===== config.mk =====
export PLATFORM = sky130hd
export DESIGN_NAME = datapath_core_flat
export DESIGN_NICKNAME = d
export VERILOG_FILES = /design/src/rtl/datapath_core_if.sv /design/src/rtl/datapath_core.sv /design/src/flat_wrapper.sv
export SDC_FILE = /design/constraint.sdc
export NUM_CORES = 1
export LEC_CHECK = 0
export ABC_CLOCK_PERIOD_IN_PS = 9460
export CAP_MARGIN = 5
export CORE_MARGIN = 3
export CORE_UTILIZATION = 40
export CTS_CLUSTER_DIAMETER = 150
export DETAILED_ROUTE_END_ITERATION = 12
export SKIP_CTS_REPAIR_TIMING = 1
export SYNTH_ARGS = -nofsm -noshare
export SYNTH_HDL_FRONTEND = slang
export SYNTH_SLANG_ARGS = --single-unit

===== constraint.sdc =====
create_clock -name clk -period 9.46 [get_ports clk]
set_clock_uncertainty 0.15 [all_clocks]
set_input_delay 1.892 -clock clk [delete_from_list [all_inputs] [get_ports clk]]
set_output_delay 1.892 -clock clk [all_outputs]
set_load 0.05 [all_outputs]

===== src/rtl/datapath_core_if.sv =====
// Bus between the control unit and datapath_core: operand/write addresses, ALU op, observation outputs.
// Optional flag outputs (carry, overflow, negative) exist only when DATAPATH_FLAGS_EN is defined.
interface datapath_core_if #(
  parameter int WIDTH = 32
);
  logic             wr;
  logic [1:0]       addr1;
  logic [1:0]       addr2;
  logic [1:0]       addr3;
  logic [2:0]       ALUControl;
  logic [WIDTH-1:0] rd1;
  logic [WIDTH-1:0] rd2;
  logic [WIDTH-1:0] alu_result;
  logic             zero;
`ifdef DATAPATH_FLAGS_EN
  logic             carry;
  logic             overflow;
  logic             negative;
`endif

  modport master (
    output wr, addr1, addr2, addr3, ALUControl,
`ifdef DATAPATH_FLAGS_EN
    input  carry, overflow, negative,
`endif
    input  rd1, rd2, alu_result, zero
  );

  modport slave (
    input  wr, addr1, addr2, addr3, ALUControl,
`ifdef DATAPATH_FLAGS_EN
    output carry, overflow, negative,
`endif
    output rd1, rd2, alu_result, zero
  );
endinterface


===== src/rtl/datapath_core.sv =====
// Execute datapath: 4-entry register file, combinational ALU, ALU result written back on wr.
// Define DATAPATH_FLAGS_EN to add the carry/overflow/negative outputs.
module datapath_core #(
  parameter int WIDTH = 32
) (
  input logic          clk,
  input logic          rst,
  datapath_core_if.slave bus
);

  typedef enum logic [2:0] {
    ALU_ADD  = 3'b000,
    ALU_SUB  = 3'b001,
    ALU_AND  = 3'b010,
    ALU_OR   = 3'b011,
    ALU_XOR  = 3'b100,
    ALU_SLT  = 3'b101,
    ALU_NOR  = 3'b110,
    ALU_PASS = 3'b111
  } alu_op_e;

  logic [WIDTH-1:0] regs_q [4];
  logic [WIDTH-1:0] regs_d [4];
  logic [WIDTH-1:0] op_a;
  logic [WIDTH-1:0] op_b;
  logic [WIDTH-1:0] add_res;
  logic [WIDTH-1:0] sub_res;
  logic [WIDTH-1:0] result;
  logic             slt;
  alu_op_e          op;

  assign op   = alu_op_e'(bus.ALUControl);
  assign op_a = regs_q[bus.addr1];
  assign op_b = regs_q[bus.addr2];
  assign slt  = $signed(op_a) < $signed(op_b);

`ifdef DATAPATH_FLAGS_EN
  // Extended by one bit so the top bit is the carry-out (ADD) or NOT-borrow (SUB).
  logic [WIDTH:0] add_ext;
  logic [WIDTH:0] sub_ext;
  assign add_ext = {1'b0, op_a} + {1'b0, op_b};
  assign sub_ext = {1'b0, op_a} + {1'b0, ~op_b} + {{WIDTH{1'b0}}, 1'b1};
  assign add_res = add_ext[WIDTH-1:0];
  assign sub_res = sub_ext[WIDTH-1:0];
`else
  assign add_res = op_a + op_b;
  assign sub_res = op_a - op_b;
`endif

  always_comb begin
    // NOTE: every always_comb output gets a default first so no path can infer a latch.
    result = '0;
    case (op)
      ALU_ADD:  result = add_res;
      ALU_SUB:  result = sub_res;
      ALU_AND:  result = op_a & op_b;
      ALU_OR:   result = op_a | op_b;
      ALU_XOR:  result = op_a ^ op_b;
      ALU_SLT:  result = {{(WIDTH-1){1'b0}}, slt};
      ALU_NOR:  result = ~(op_a | op_b);
      ALU_PASS: result = op_b;
      default:  result = '0;
    endcase
  end

  // Write-back: operands are read from regs_q, so addr3 aliasing addr1/addr2 uses pre-edge values.
  always_comb begin
    regs_d = regs_q;
    if (bus.wr) regs_d[bus.addr3] = result;
  end

  always_ff @(posedge clk) begin
    // NOTE: the register file is only four words, each with a defined power-up value, so it is
    // reset like ordinary flops rather than left to a RAM macro.
    if (rst) begin
      // NOTE: sequential state uses non-blocking assignment so all flops update together.
      regs_q[0] <= '0;
      regs_q[1] <= WIDTH'(1);
      regs_q[2] <= '1;
      regs_q[3] <= '0;
    end else begin
      regs_q <= regs_d;
    end
  end

  assign bus.rd1        = op_a;
  assign bus.rd2        = op_b;
  assign bus.alu_result = result;
  assign bus.zero       = (result == '0);

`ifdef DATAPATH_FLAGS_EN
  always_comb begin
    bus.carry    = 1'b0;
    bus.overflow = 1'b0;
    case (op)
      ALU_ADD: begin
        bus.carry    = add_ext[WIDTH];
        bus.overflow = (op_a[WIDTH-1] == op_b[WIDTH-1]) && (add_res[WIDTH-1] != op_a[WIDTH-1]);
      end
      ALU_SUB: begin
        bus.carry    = sub_ext[WIDTH];
        bus.overflow = (op_a[WIDTH-1] != op_b[WIDTH-1]) && (sub_res[WIDTH-1] != op_a[WIDTH-1]);
      end
      default: ;
    endcase
  end
  assign bus.negative = result[WIDTH-1];
`endif

endmodule


===== src/flat_wrapper.sv =====
// flat-port wrapper written by rule: the top's interface ports become plain ports
module datapath_core_flat 
#(
  parameter int WIDTH = 32
)
  (clk, rst, bus_wr, bus_addr1, bus_addr2, bus_addr3, bus_ALUControl, bus_rd1, bus_rd2, bus_alu_result, bus_zero);
  datapath_core_if #(.WIDTH(WIDTH)) bus_i ();
  input logic clk;
  input logic rst;
  input wire logic [$bits(bus_i.wr)-1:0] bus_wr;
  input wire logic [$bits(bus_i.addr1)-1:0] bus_addr1;
  input wire logic [$bits(bus_i.addr2)-1:0] bus_addr2;
  input wire logic [$bits(bus_i.addr3)-1:0] bus_addr3;
  input wire logic [$bits(bus_i.ALUControl)-1:0] bus_ALUControl;
  output wire logic [$bits(bus_i.rd1)-1:0] bus_rd1;
  output wire logic [$bits(bus_i.rd2)-1:0] bus_rd2;
  output wire logic [$bits(bus_i.alu_result)-1:0] bus_alu_result;
  output wire logic [$bits(bus_i.zero)-1:0] bus_zero;
  assign bus_i.wr = bus_wr;
  assign bus_i.addr1 = bus_addr1;
  assign bus_i.addr2 = bus_addr2;
  assign bus_i.addr3 = bus_addr3;
  assign bus_i.ALUControl = bus_ALUControl;
  assign bus_rd1 = bus_i.rd1;
  assign bus_rd2 = bus_i.rd2;
  assign bus_alu_result = bus_i.alu_result;
  assign bus_zero = bus_i.zero;
  datapath_core #(.WIDTH(WIDTH)) u_core (.clk(clk), .rst(rst), .bus(bus_i));
endmodule

==> impl_metrics.py <==
metrics = {
    "run_status": {
        "outcome": "finished, final reports clean",
    },
    "die": {
        "pin_count": 109,
        "core_area_sq_mm": 0.0317,
        "placementRows": 65,
        "die_height_um": 186,
        "initial_utilization_pct": 40.7,
        "die_area_sq_mm": 0.0345,
        "die_w_um": 186,
    },
    "grt": {
        "first_global_vias": 12223,
        "pin_count_of_the_biggest_net_entering_global_routing": 57,
        "globalRouteTotalUtil_pct": 28.0,
        "number_of_antenna_violations_at_the_first_check_in_global_routing": 0,
        "grt_overflow_total": 0,
        "grt_pass1_wl_um": 74000,
    },
    "detailed_routing": {
        "drt-total-wl_um": 48500,
        "drt_iter0_drc": 1162,
        "routed_wire_length_per_instance_um": 23.4,
        "dr.pass1.iters": 6,
        "mean_number_of_vias_per_cell": 6.25,
        "top_routing_layer_used": "met4",
        "wl_met1_um": 22200,
        "met3_length_um": 3690,
        "dr_total_vias": 12923,
        "met2WireLength_um": 21200,
        "drt_drc_violations_left": 0,
        "detail-route-antenna-nets": 0,
    },
    "timing": {
        "fmax_mhz": 110,
        "final_period_minus_worst_setup_slack_ps": 9080,
        "max_slew.worst_pin.slew_ps": 1170,
        "final.hold.worst_slack_ps": 317,
        "finalSetupViolations": 0,
        "setup_total_negative_slack_ps": 0,
        "slew_headroom_pct": 22.1,
        "final.period_utilization_pct": 96.0,
        "rsz0062_at_grt": "false",
        "timing.final.max_slew_violations": 0,
        "final_hold_viol_count": 0,
    },
    "finish": {
        "drive_above_1_share_pct": 13.4,
        "registers.top_by_ff_count": "u_core.regs_q",
        "design.final.nets": 1763,
        "finalCoreUtilization_pct": 47.1,
        "layout-area-overhead-vs-synth_pct": 15.8,
        "n_fill_cell": 3100,
        "insertedDiodeCount": 0,
        "biggestRegsByFlops": "u_core.regs_q (128)",
        "largest_register_ffs": 128,
    },
    "pwr": {
        "intPower_mw": 1.46,
        "powerDensity_mw_per_mm2": 180,
        "leakage_nw": 5.92,
        "p_switching_mw": 1.22,
        "sw_frac_of_total_pct": 45.4,
        "pwr-share-seq_pct": 22.1,
        "share_clk_of_total_power_pct": 25.4,
        "combinationalPowerShare_pct": 52.5,
        "max-vdd-ir-drop_mv": 0.156,
    },
    "yosys": {
        "ys_async_sr_fraction_pct": 0,
        "yosys_most_used_dff": "dfxtp_1",
        "yosys.area_share.adder_pct": 9.62,
        "synth_fp_nets": 1710,
        "ys_ff_latch": 128,
        "postSynthAreaPerCell_sq_um": 8.07,
        "synthDominantCellAreaShare_pct": 19.9,
        "synth_warnings": 0,
        "synth_top_area_cell": "dfxtp_1",
        "number_of_enable_flip_flop_cells_after_synthesis": 0,
        "compound_gate_fraction_of_synth_area_pct": 29.7,
        "yosysUniqueCellTypes": 112,
        "synth.mux.area_fraction_pct": 13.0,
        "synth_xor_area_share_pct": 0.543,
        "syn-instance-count": 1600,
        "netlist_area_sq_mm": 0.0129,
        "synth.area.top_cells": "dfxtp_1, mux4_2, ha_1",
        "synth_top_family_by_area": "compound AO/OA/AOI/OAI gates",
        "synth_simple_gate_area_share_pct": 19.0,
        "seq_area_frac_synth_pct": 19.9,
    },
    "critical_path": {
        "critical_path_class": "input port to output pin",
        "setup.worst_path.end_class": "output pin",
        "crit_path_required_time_ps": 7420,
        "critical_path_arrival_ps": 7040,
        "crit_path_max_fanout": 19,
        "critical_path.startpoint_type": "input port",
    },
    "cts": {
        "clock_sink_count": 128,
        "worst_setup_hold_path_clk_slew_ps": 60,
        "cts_root_buf": "clkbuf_16",
        "h-tree-depth": 4,
        "cts_tree": "done",
        "clock_path_buffers": 2,
        "cts_made_buffers": 17,
        "clock_insertion_delay_worst_skew_ps": 450,
    },
    "placement": {
        "place_hpwl_um": 36600,
        "gp_congestion": 0.999,
        "io_buffers": 108,
    },
    "worst_hold_path": {
        "min_path_type": "register to register",
    },
    "flow_run": {
        "maxCapViolCount": 0,
    },
}
## per-stage QoR
stage	setup slack, ps	power, mW	instance area (sq um)	instances
4_1_cts	418	2.68	14900	2068
5_1_grt	28.8	2.81	14900	2068
6_report	377	2.68	14900	2068
3_5_place_dp	420	1.98	14300	2036
3_3_place_gp	524	1.98	14300	2036
2_1_floorplan	255	1.57	12900	1600
## worst paths after layout
kind | end | startpoint | slack (ps) | cells after the start
worst max-delay path | bus_alu_result[29] | bus_addr2[0] | 380 | 15
worst min-delay path | u_core.regs_q[113]$_SDFFE_PP0P_ | u_core.regs_q[113]$_SDFFE_PP0P_ | 320 | 2
worst max register to register | u_core.regs_q[62]$_SDFFE_PP1P_ | u_core.regs_q[0]$_SDFFE_PP0P_ | 4960 | 13
worst min register to register | u_core.regs_q[113]$_SDFFE_PP0P_ | u_core.regs_q[113]$_SDFFE_PP0P_ | 320 | 2
## kinds of logic (layout without fill, tap and decap cells)
kind of cell	count (synthesis)	count (layout)
buf+inv	252	318
flops	128	128
compound gates	514	514
mux	94	94
fa+ha+maj	98	98
xor+xnor	8	8
simple gates	506	506
## placed cells by master (no fill, tap or decap), types with 7 or more instances in the layout
cell type        Yosys  final
nor2_1             171    170
nand2_1            138    138
dfxtp_1            128    128
inv_1              119    119
clkdlybuf4s50_1      0     99
ha_1                96     96
a21oi_1             91     91
a211oi_1            91     91
o21ai_0             75     75
mux4_2              54     54
buf_4                1     45
o211ai_1            42     42
nor3_1              32     32
nor2b_1             27     27
mux2i_1             24     24
a22oi_1             19     19
nand2b_1            18     18
nand3_1             18     18
clkbuf_16            0     17
and3_1              14     13
o21ai_1             12     12
nor4_1              11     11
o31ai_1             11     11
and2_1              11     11
nand4_1             11     11
a22o_1              11     11
a21o_1               9      9
a211o_1              9      9
mux2_2               9      9
a221oi_1             8      8
a211oi_2             8      8
o221ai_1             8      8
o21a_1               8      8
o21bai_1             8      8
o22ai_1              8      8
o22a_1               8      8
buf_2               37      8
inv_2                7      7
or2_2                7      7
## layer usage
layer / up-vias / track usage (%)
met5: - / 0
met2: 502 / 42.3
met3: 80 / 6.33
li1: 6035 / -
met4: 0 / 9.17
met1: 6306 / 39.6
## critical path, stage by stage
cell	delay, ps
buf_2	440
buf_12	280
buf_4	210
o21ai_1	150
ha_1	560
inv_1	180
nor3_1	420
nand3_1	290
a311oi_2	360
a2bb2oi_1	560
nor4b_1	370
nor4_1	130
nor3_2	400
inv_1	70
clkdlybuf4s50_1	710
## synthesized netlist by cell type, drive strengths merged (11+ instances only)
cell,count
nor2,172
nand2,138
dfxtp,128
inv,126
a211oi,100
ha,96
a21oi,92
o21ai,90
buf,63
clkbuf,61
mux4,57
o211ai,44
nor3,37
nor2b,27
mux2i,24
a22oi,19
nand3,19
nand2b,18
nor4,16
and3,15
a221oi,14
mux2,13
o31ai,12
a22o,11
and2,11
nand4,11
## power groups by stage
stage,Clock [mW],Sequential [mW],Combinational [mW]
5_1_grt,0.717,0.596,1.50
3_3_place_gp,0,0.602,1.38
2_1_floorplan,0,0.596,0.978
4_1_cts,0.697,0.592,1.39
3_5_place_dp,0,0.603,1.38
6_report,0.682,0.593,1.41
## final cells by class
cell class	instances	area, sq um	area share, %
Timing Repair Buffer	158	1490	9.96
Sequential cell	128	2560	17.1
Tap cell	402	503	3.37
Clock buffer	24	502	3.36
Multi-Input combinational cell	1220	9300	62.3
Inverter	128	480	3.22
Clock inverter	8	103	0.687
Power figures use the tool's default switching activity.
